### config.mk
export PLATFORM = sky130hd
export DESIGN_NAME = fetch_ifid_stage_flat
export DESIGN_NICKNAME = d
export VERILOG_FILES = /design/src/rtl/fetch_ifid_stage_if.sv /design/src/rtl/fetch_ifid_stage.sv /design/src/flat_wrapper.sv
export SDC_FILE = /design/constraint.sdc
export NUM_CORES = 1
export LEC_CHECK = 0
export ABC_AREA = 1
export CORE_UTILIZATION = 43
export CTS_BUF_LIST = sky130_fd_sc_hd__clkbuf_8 sky130_fd_sc_hd__clkbuf_16
export DETAILED_ROUTE_END_ITERATION = 7
export MAX_ROUTING_LAYER = met4
export PLACE_DENSITY = 0.77
export SETUP_SLACK_MARGIN = 0.5
export SLEW_MARGIN = 20
export SYNTH_ARGS = -nofsm -noshare
export SYNTH_HDL_FRONTEND = slang
export SYNTH_SLANG_ARGS = --single-unit
### constraint.sdc
create_clock -name clk -period 2.35 [get_ports clk]
set_input_delay 0.235 -clock clk [delete_from_list [all_inputs] [get_ports clk]]
set_output_delay 0.235 -clock clk [all_outputs]
set_load 0.05 [all_outputs]
### src/rtl/fetch_ifid_stage_if.sv
// Fetch-stage bus bundle: instruction memory handshake, hazard/redirect controls and the IF/ID outputs.
// The master side is the fetch stage; the slave side is memory, hazard unit, EX and ID.
interface fetch_ifid_stage_if #(
    parameter int unsigned PC_W = 8
);
    logic            imem_req;
    logic [PC_W-1:0] imem_addr;
    logic            imem_ready;
    logic [31:0]     imem_rdata;
    logic            stall;
    logic            redirect;
    logic [PC_W-1:0] redirect_pc;
    logic [31:0]     ifid_instr;
    logic [PC_W-1:0] ifid_pc;
    logic            ifid_valid;

    modport master (
        output imem_req, imem_addr, ifid_instr, ifid_pc, ifid_valid,
        input  imem_ready, imem_rdata, stall, redirect, redirect_pc
    );

    modport slave (
        input  imem_req, imem_addr, ifid_instr, ifid_pc, ifid_valid,
        output imem_ready, imem_rdata, stall, redirect, redirect_pc
    );
endinterface

### src/rtl/fetch_ifid_stage.sv
// Instruction fetch stage with IF/ID register: holds the PC, absorbs memory waits and stalls
// through a one-word skid buffer, and flushes to a NOP bubble on branch redirect.
module fetch_ifid_stage #(
    parameter int unsigned    PC_W      = 8,
    parameter logic [PC_W-1:0] RESET_PC = '0,
    parameter logic [31:0]    NOP_INSTR = 32'h0000_0013
) (
    input  logic               clk,
    input  logic               reset,
    fetch_ifid_stage_if.master bus
);
    typedef enum logic {FETCH = 1'b0, HOLD = 1'b1} state_t;

    state_t          state_q, state_d;
    logic [PC_W-1:0] pc_q, pc_d;
    logic [31:0]     buf_q, buf_d;
    logic [31:0]     instr_q, instr_d;
    logic [PC_W-1:0] ipc_q, ipc_d;
    logic            valid_q, valid_d;
    logic [PC_W-1:0] pc_inc;

    assign pc_inc = pc_q + PC_W'(4);

    // State and datapath registers
    always_ff @(posedge clk or posedge reset) begin
        if (reset) begin
            state_q <= FETCH;
            pc_q    <= RESET_PC;
            buf_q   <= '0;
            instr_q <= NOP_INSTR;
            ipc_q   <= '0;
            valid_q <= 1'b0;
        end else begin
            state_q <= state_d;
            pc_q    <= pc_d;
            buf_q   <= buf_d;
            instr_q <= instr_d;
            ipc_q   <= ipc_d;
            valid_q <= valid_d;
        end
    end

    // Next state: redirect always returns to FETCH, even over a stall
    always_comb begin
        state_d = state_q;
        if (bus.redirect) begin
            state_d = FETCH;
        end else begin
            case (state_q)
                FETCH:   if (bus.imem_ready && bus.stall) state_d = HOLD;
                HOLD:    if (!bus.stall) state_d = FETCH;
                default: state_d = FETCH;
            endcase
        end
    end

    // Datapath next values and registered outputs
    always_comb begin
        pc_d    = pc_q;
        buf_d   = buf_q;
        instr_d = instr_q;
        ipc_d   = ipc_q;
        valid_d = valid_q;
        if (bus.redirect) begin
            pc_d    = bus.redirect_pc;
            instr_d = NOP_INSTR;
            ipc_d   = '0;
            valid_d = 1'b0;
        end else begin
            case (state_q)
                FETCH: begin
                    if (bus.imem_ready && !bus.stall) begin
                        instr_d = bus.imem_rdata;
                        ipc_d   = pc_q;
                        valid_d = 1'b1;
                        pc_d    = pc_inc;
                    end else if (bus.imem_ready) begin
                        buf_d = bus.imem_rdata;
                    end else if (!bus.stall) begin
                        instr_d = NOP_INSTR;
                        ipc_d   = pc_q;
                        valid_d = 1'b0;
                    end
                end
                HOLD: begin
                    if (!bus.stall) begin
                        instr_d = buf_q;
                        ipc_d   = pc_q;
                        valid_d = 1'b1;
                        pc_d    = pc_inc;
                    end
                end
                default: ;
            endcase
        end
    end

    always_comb begin
        bus.imem_req   = (state_q == FETCH);
        bus.imem_addr  = pc_q;
        bus.ifid_instr = instr_q;
        bus.ifid_pc    = ipc_q;
        bus.ifid_valid = valid_q;
    end
endmodule

### src/flat_wrapper.sv
// flat-port wrapper written by rule: the top's interface ports become plain ports
module fetch_ifid_stage_flat 
#(
    parameter int unsigned    PC_W      = 8,
    parameter logic [PC_W-1:0] RESET_PC = '0,
    parameter logic [31:0]    NOP_INSTR = 32'h0000_0013
)
  (clk, reset, bus_imem_req, bus_imem_addr, bus_ifid_instr, bus_ifid_pc, bus_ifid_valid, bus_imem_ready, bus_imem_rdata, bus_stall, bus_redirect, bus_redirect_pc);
  fetch_ifid_stage_if #(.PC_W(PC_W)) bus_i ();
  input  logic clk;
  input  logic reset;
  output wire logic [$bits(bus_i.imem_req)-1:0] bus_imem_req;
  output wire logic [$bits(bus_i.imem_addr)-1:0] bus_imem_addr;
  output wire logic [$bits(bus_i.ifid_instr)-1:0] bus_ifid_instr;
  output wire logic [$bits(bus_i.ifid_pc)-1:0] bus_ifid_pc;
  output wire logic [$bits(bus_i.ifid_valid)-1:0] bus_ifid_valid;
  input wire logic [$bits(bus_i.imem_ready)-1:0] bus_imem_ready;
  input wire logic [$bits(bus_i.imem_rdata)-1:0] bus_imem_rdata;
  input wire logic [$bits(bus_i.stall)-1:0] bus_stall;
  input wire logic [$bits(bus_i.redirect)-1:0] bus_redirect;
  input wire logic [$bits(bus_i.redirect_pc)-1:0] bus_redirect_pc;
  assign bus_imem_req = bus_i.imem_req;
  assign bus_imem_addr = bus_i.imem_addr;
  assign bus_ifid_instr = bus_i.ifid_instr;
  assign bus_ifid_pc = bus_i.ifid_pc;
  assign bus_ifid_valid = bus_i.ifid_valid;
  assign bus_i.imem_ready = bus_imem_ready;
  assign bus_i.imem_rdata = bus_imem_rdata;
  assign bus_i.stall = bus_stall;
  assign bus_i.redirect = bus_redirect;
  assign bus_i.redirect_pc = bus_redirect_pc;
  fetch_ifid_stage #(.PC_W(PC_W), .RESET_PC(RESET_PC), .NOP_INSTR(NOP_INSTR)) u_core (.clk(clk), .reset(reset), .bus(bus_i));
endmodule
# [After elaboration in Yosys (flattened, before gate mapping)]
# Index checks and enable logic that the tools add are counted.
[op_classes] addsub=1 n_eq_ne=4 n_mux=25 bitwise_logic=3 reduce_logical=6
[op_table] cell="$mux W32" count=5
[op_table] cell="$pmux W32 S2" count=1
[op_table] cell="$mux W8" count=7
[op_table] cell="$pmux W8 S2" count=2
[op_table] cell="$add A8 B3 Y8 const B" count=1
[op_table] cell="$mux W1" count=8
[op_table] cell="$ne A4 B2 Y1 const B" count=2
[op_table] cell="$pmux W1 S2" count=2
[op_table] cell="$reduce_and A4 Y1" count=1
[op_table] cell="$ne A3 B1 Y1 const B" count=1
[op_table] cell="$ne A3 B3 Y1 const B" count=1
[op_table] cell="$not A1 Y1" count=3
[op_table] cell="$reduce_and A3 Y1" count=1
[op_table] cell="$logic_and A1 B1 Y1" count=2
[op_table] cell="$reduce_and A2 Y1" count=1
[op_table] cell="$logic_not A1 Y1" count=1
[word_totals] register_bits=82 in_bits=45 out_inout_bits=50 elab_cells=45

# [Depth between registers and ports, before layout]
[logic_depth] ltp_word=5 ltp_mapped=7 depth_no_buf=6

# [Worst setup path before layout]
# OpenSTA, ideal clock, no wires.
[synth_timing] path_kind="register to register" from="register u_core.pc_q[3], in the netlist u_core.bus.imem_addr[3]" to="register u_core.pc_q[6], in the netlist u_core.bus.imem_addr[6]" setup_ns=0.125 t_arrival_ns=1.288 t_required_ns=2.225 slack_ns=0.936 path_stages_with_launch=6 path_buffers=0 period_less_slack_ns=1.414 path_cell_list="dfrtp_1 > ha_1 > nand3_1 > xor2_1 > nand2_1 > nand3_1"
[synth_between] elab_chain_cells=4 elab_cells_between_ends=5 cone_classes="1 x add/sub; 4 x mux"
[synth_lines] item="from (decl)" line="fetch_ifid_stage.sv:15" text="logic [PC_W-1:0] pc_q, pc_d;"
[synth_lines] item="from (signal assigned)" line="fetch_ifid_stage.sv:35" text="pc_q <= pc_d;"
[synth_lines] item="$add A8 B3 Y8 *" line="fetch_ifid_stage.sv:22" text="assign pc_inc = pc_q + PC_W'(4);"
[synth_lines] item="$mux W8 (on tied branches)" line="fetch_ifid_stage.sv:86, fetch_ifid_stage.sv:72"
[synth_lines] item="$pmux W8 S2 *" line="fetch_ifid_stage.sv:70" text="case (state_q)"
[synth_lines] item="$mux W8 *" line="fetch_ifid_stage.sv:64" text="if (bus.redirect) begin"
# Every way passes the cells marked *; elsewhere a longest branch is shown, timed or not. The select of a mux whose other input is x is not followed.
# A chain may end at the register's enable or synchronous reset.

# [Worst setup path after layout]
[layout_timing] from="register u_core.pc_q[6], in the netlist u_core.bus.imem_addr[6]" to="output port bus_imem_addr[6]"
[layout_lines] item="to (decl)" line="flat_wrapper.sv:13" text="output wire logic [$bits(bus_i.imem_addr)-1:0] bus_imem_addr;"
# No word-level cell between the ends.

==> impl_metrics.ini <==
[setup_path]
r2r_start = u_core.state_q
crit_family = buffers and inverters
critical_path.slowest_cell = clkdlybuf4s50_1
reg2regPathDepth = 5
worstSetupPathType = flop to output port
crit_fanout = 4
crit_path_cell_trace = clkdlybuf4s50_1
cpPeakStageDelay_ps = 820
arrival_ps = 1550
crit_path_end_kind = output port
rr_endpoint = u_core.buf_q[6]
timing.critical_path.from_type = flop
cp.buffers_inverters = 1
timing.reg2reg.setup_slack_ps = 840
worstPathRequired_ps = 2120

[final_layout]
final_cell_mix = 164 x nand2_1, 86 x clkdlybuf4s50_1, 79 x dfrtp_1
design_area_um2 = 4740
diodes = 0
fillers = 695
drive_gt1_share_pct = 7.46
area_growth_pct = 34.0
layout.nets = 538
seq_area_um2 = 2060
final_common_cell = nand2_1
multiInputGateArea_um2 = 1280

[logic_synthesis]
syn_inst = 401
synth_seq_area_share_pct = 58.1
synth-seq-cells = 82
syn_area_um2 = 3540
synth_warnings = 0
synth_fp_nets = 447
syn_avg_cell_area_um2 = 8.82
synthArstFlopShare_pct = 100
synth_cell_types = 28
synth_top_area_cell = dfrtp_1
synth-main-ff-cell = dfrtp_1
synth-edff-count = 0
yosysTopAreaCellShare_pct = 55.9
synth_area_leaders = dfrtp_1 56%, nand2_1 17%, o21ai_0 5.8%, a31oi_1 5.1%, dfstp_2 2.2%

[sta]
final.period_utilization_pct = 75.9
fmax_ghz = 0.561
setup_viol = 0
hold_viol_final = 0
fin_tns_setup_ps = 0
fin_skew_ps = 9.75
slew_viol_final = 0
tightest_slew_ps = 541
period_minus_slack_ps = 1780
slew_headroom_pct = 63.9
grt_setup_unrepaired = no

[route]
vias = 3095
dr.pass1.iters = 6
drt_iter0_drc = 172
drc = 0
wl_per_cell_um = 14.4
routed_wirelength_um = 8640
drtAntennaViolNets = 0
vias_per_cell = 5.18

[floorplanning]
coreArea_um2 = 7850
dieArea_um2 = 8590
start_util_pct = 45.1
dieWidth_um = 92.7
die_height_um = 92.7
num_rows = 32
ios = 95

[placement]
place_area_um2 = 4550
gp_congestion = 0.844
portBuffers = 94
dp_hpwl_um = 5860

[min_path]
min_path_type = input pin to asynchronous set/reset pin

[power_and_ir_drop]
peakVddDrop_mv = 0.393
p_leak_nw = 2.19
finalPower_mw = 3.46
p_per_area_nw_per_um2 = 730

[cts]
clk_latency_ps = 340
cts_tree = done
cts_buffers = 9
clk_pin_slew_ps = 80
holdBufCountCts = 0
cts_sinks = 82
htreeDepth = 3
cts_setup_buffers = 0
clockRootBuffer = clkbuf_8
clockBufferDepth = 2

[global_route]
grt_max_degree = 83
antenna_found_initial = 0
met2_usage_pct = 34.4
grt_pass1_vias = 3042
grt_busiest_layer = met2
grt_pass1_wl_um = 14400
met1_usage_pct = 29.3
grt_usage_pct = 22.2
met3_usage_pct = 3.37
grt-ovfl-total = 0

[flow_run]
cap_violations = 0

[run_status]
run_status = finished, final reports clean
-- stage by stage --
stage / utilization (%) / std cells / setup slack [ps] / hold slack (ps)
3_3_place_gp: 58.0 / 583 / 567 / 457
6_report: 60.4 / 598 / 566 / 353
3_5_place_dp: 58.0 / 583 / 511 / 466
5_1_grt: 60.4 / 598 / 527 / 419
4_1_cts: 60.3 / 598 / 504 / 369
2_1_floorplan: - / 401 / 936 / 345
-- Yosys cell counts (all sizes together) (2+ instances only) --
cell type and number:
o21ai 52, nand3 5, nand2 165, dfstp 3, inv 18, clkbuf 6
a21oi 5, dfrtp 79, buf 16, a31oi 29, o211ai 2, xor2 2
nor2 13
-- how the worst max path moves through the flow --
stage                                        from                        end  slack, ps  cells after the start
after floorplan           u_core.bus.imem_addr[3]    u_core.bus.imem_addr[6]        940                      5
after global placement               bus_redirect  u_core.bus.ifid_instr[27]        570                      5
after detailed placement             bus_redirect           u_core.buf_q[21]        510                      6
after CTS                 u_core.bus.imem_addr[2]           bus_imem_addr[2]        500                      1
after global routing      u_core.bus.imem_addr[6]           bus_imem_addr[6]        530                      1
final                     u_core.bus.imem_addr[6]           bus_imem_addr[6]        570                      1
-- area by class of cell --
| class | count | share of cell area, % |
|---|---|---|
| clock buffers | 10 | 2.90 |
| clock inverters | 5 | 1.16 |
| inverters | 18 | 1.56 |
| multi-input cells | 279 | 27.0 |
| flip-flops and latches | 82 | 43.4 |
| well taps | 102 | 2.69 |
| repair buffers | 102 | 21.3 |
-- where the power goes --
part | leakage [nW] | internal, mW | switching, mW
sequential | 1.04 | 1.57 | 0.109
clock | 0.0999 | 0.513 | 0.485
combinational | 1.05 | 0.285 | 0.497
-- sequential cells by signal, summed over array words and instances, names as in the netlist --
name	cells
u_core.state_q	1
u_core.buf_q	32
u_core.bus.ifid_instr	32
u_core.bus.imem_addr	8
u_core.bus.ifid_valid	1
u_core.bus.ifid_pc	8
-- worst min-delay path, delay by kind of cell --
family / cells / cell delay (ps)
buffers and inverters: 3 / 880
-- routing by layer --
layer  up-vias  part of all wire (%)
met3        13                   5.5
met1      1475                    44
met5         -                     0
met2       117                    49
li1       1490                     -
met4         0                   1.3
-- repair_timing --
| action | 4_1_cts | 5_1_grt |
|---|---|---|
| gates resized for setup | 5 | 2 |
| hold endpoints to repair | 0 | 0 |
| setup endpoints to repair | 5 | 2 |
-- kinds of logic (layout without fill, tap and decap cells) --
family                     Yosys count  in the layout  synth area share, %
and+or+nand+nor                    184            184                 20.7
AOI/OAI and AO/OA                   91             91                 14.4
xor gates and xnor gates             3              3                0.743
adders and majority gates            1              1                0.354
buffers and inverters               40            135                 5.66
DFF                                 82             82                 58.1
Note: power is estimated with default switching activity, not from simulation.
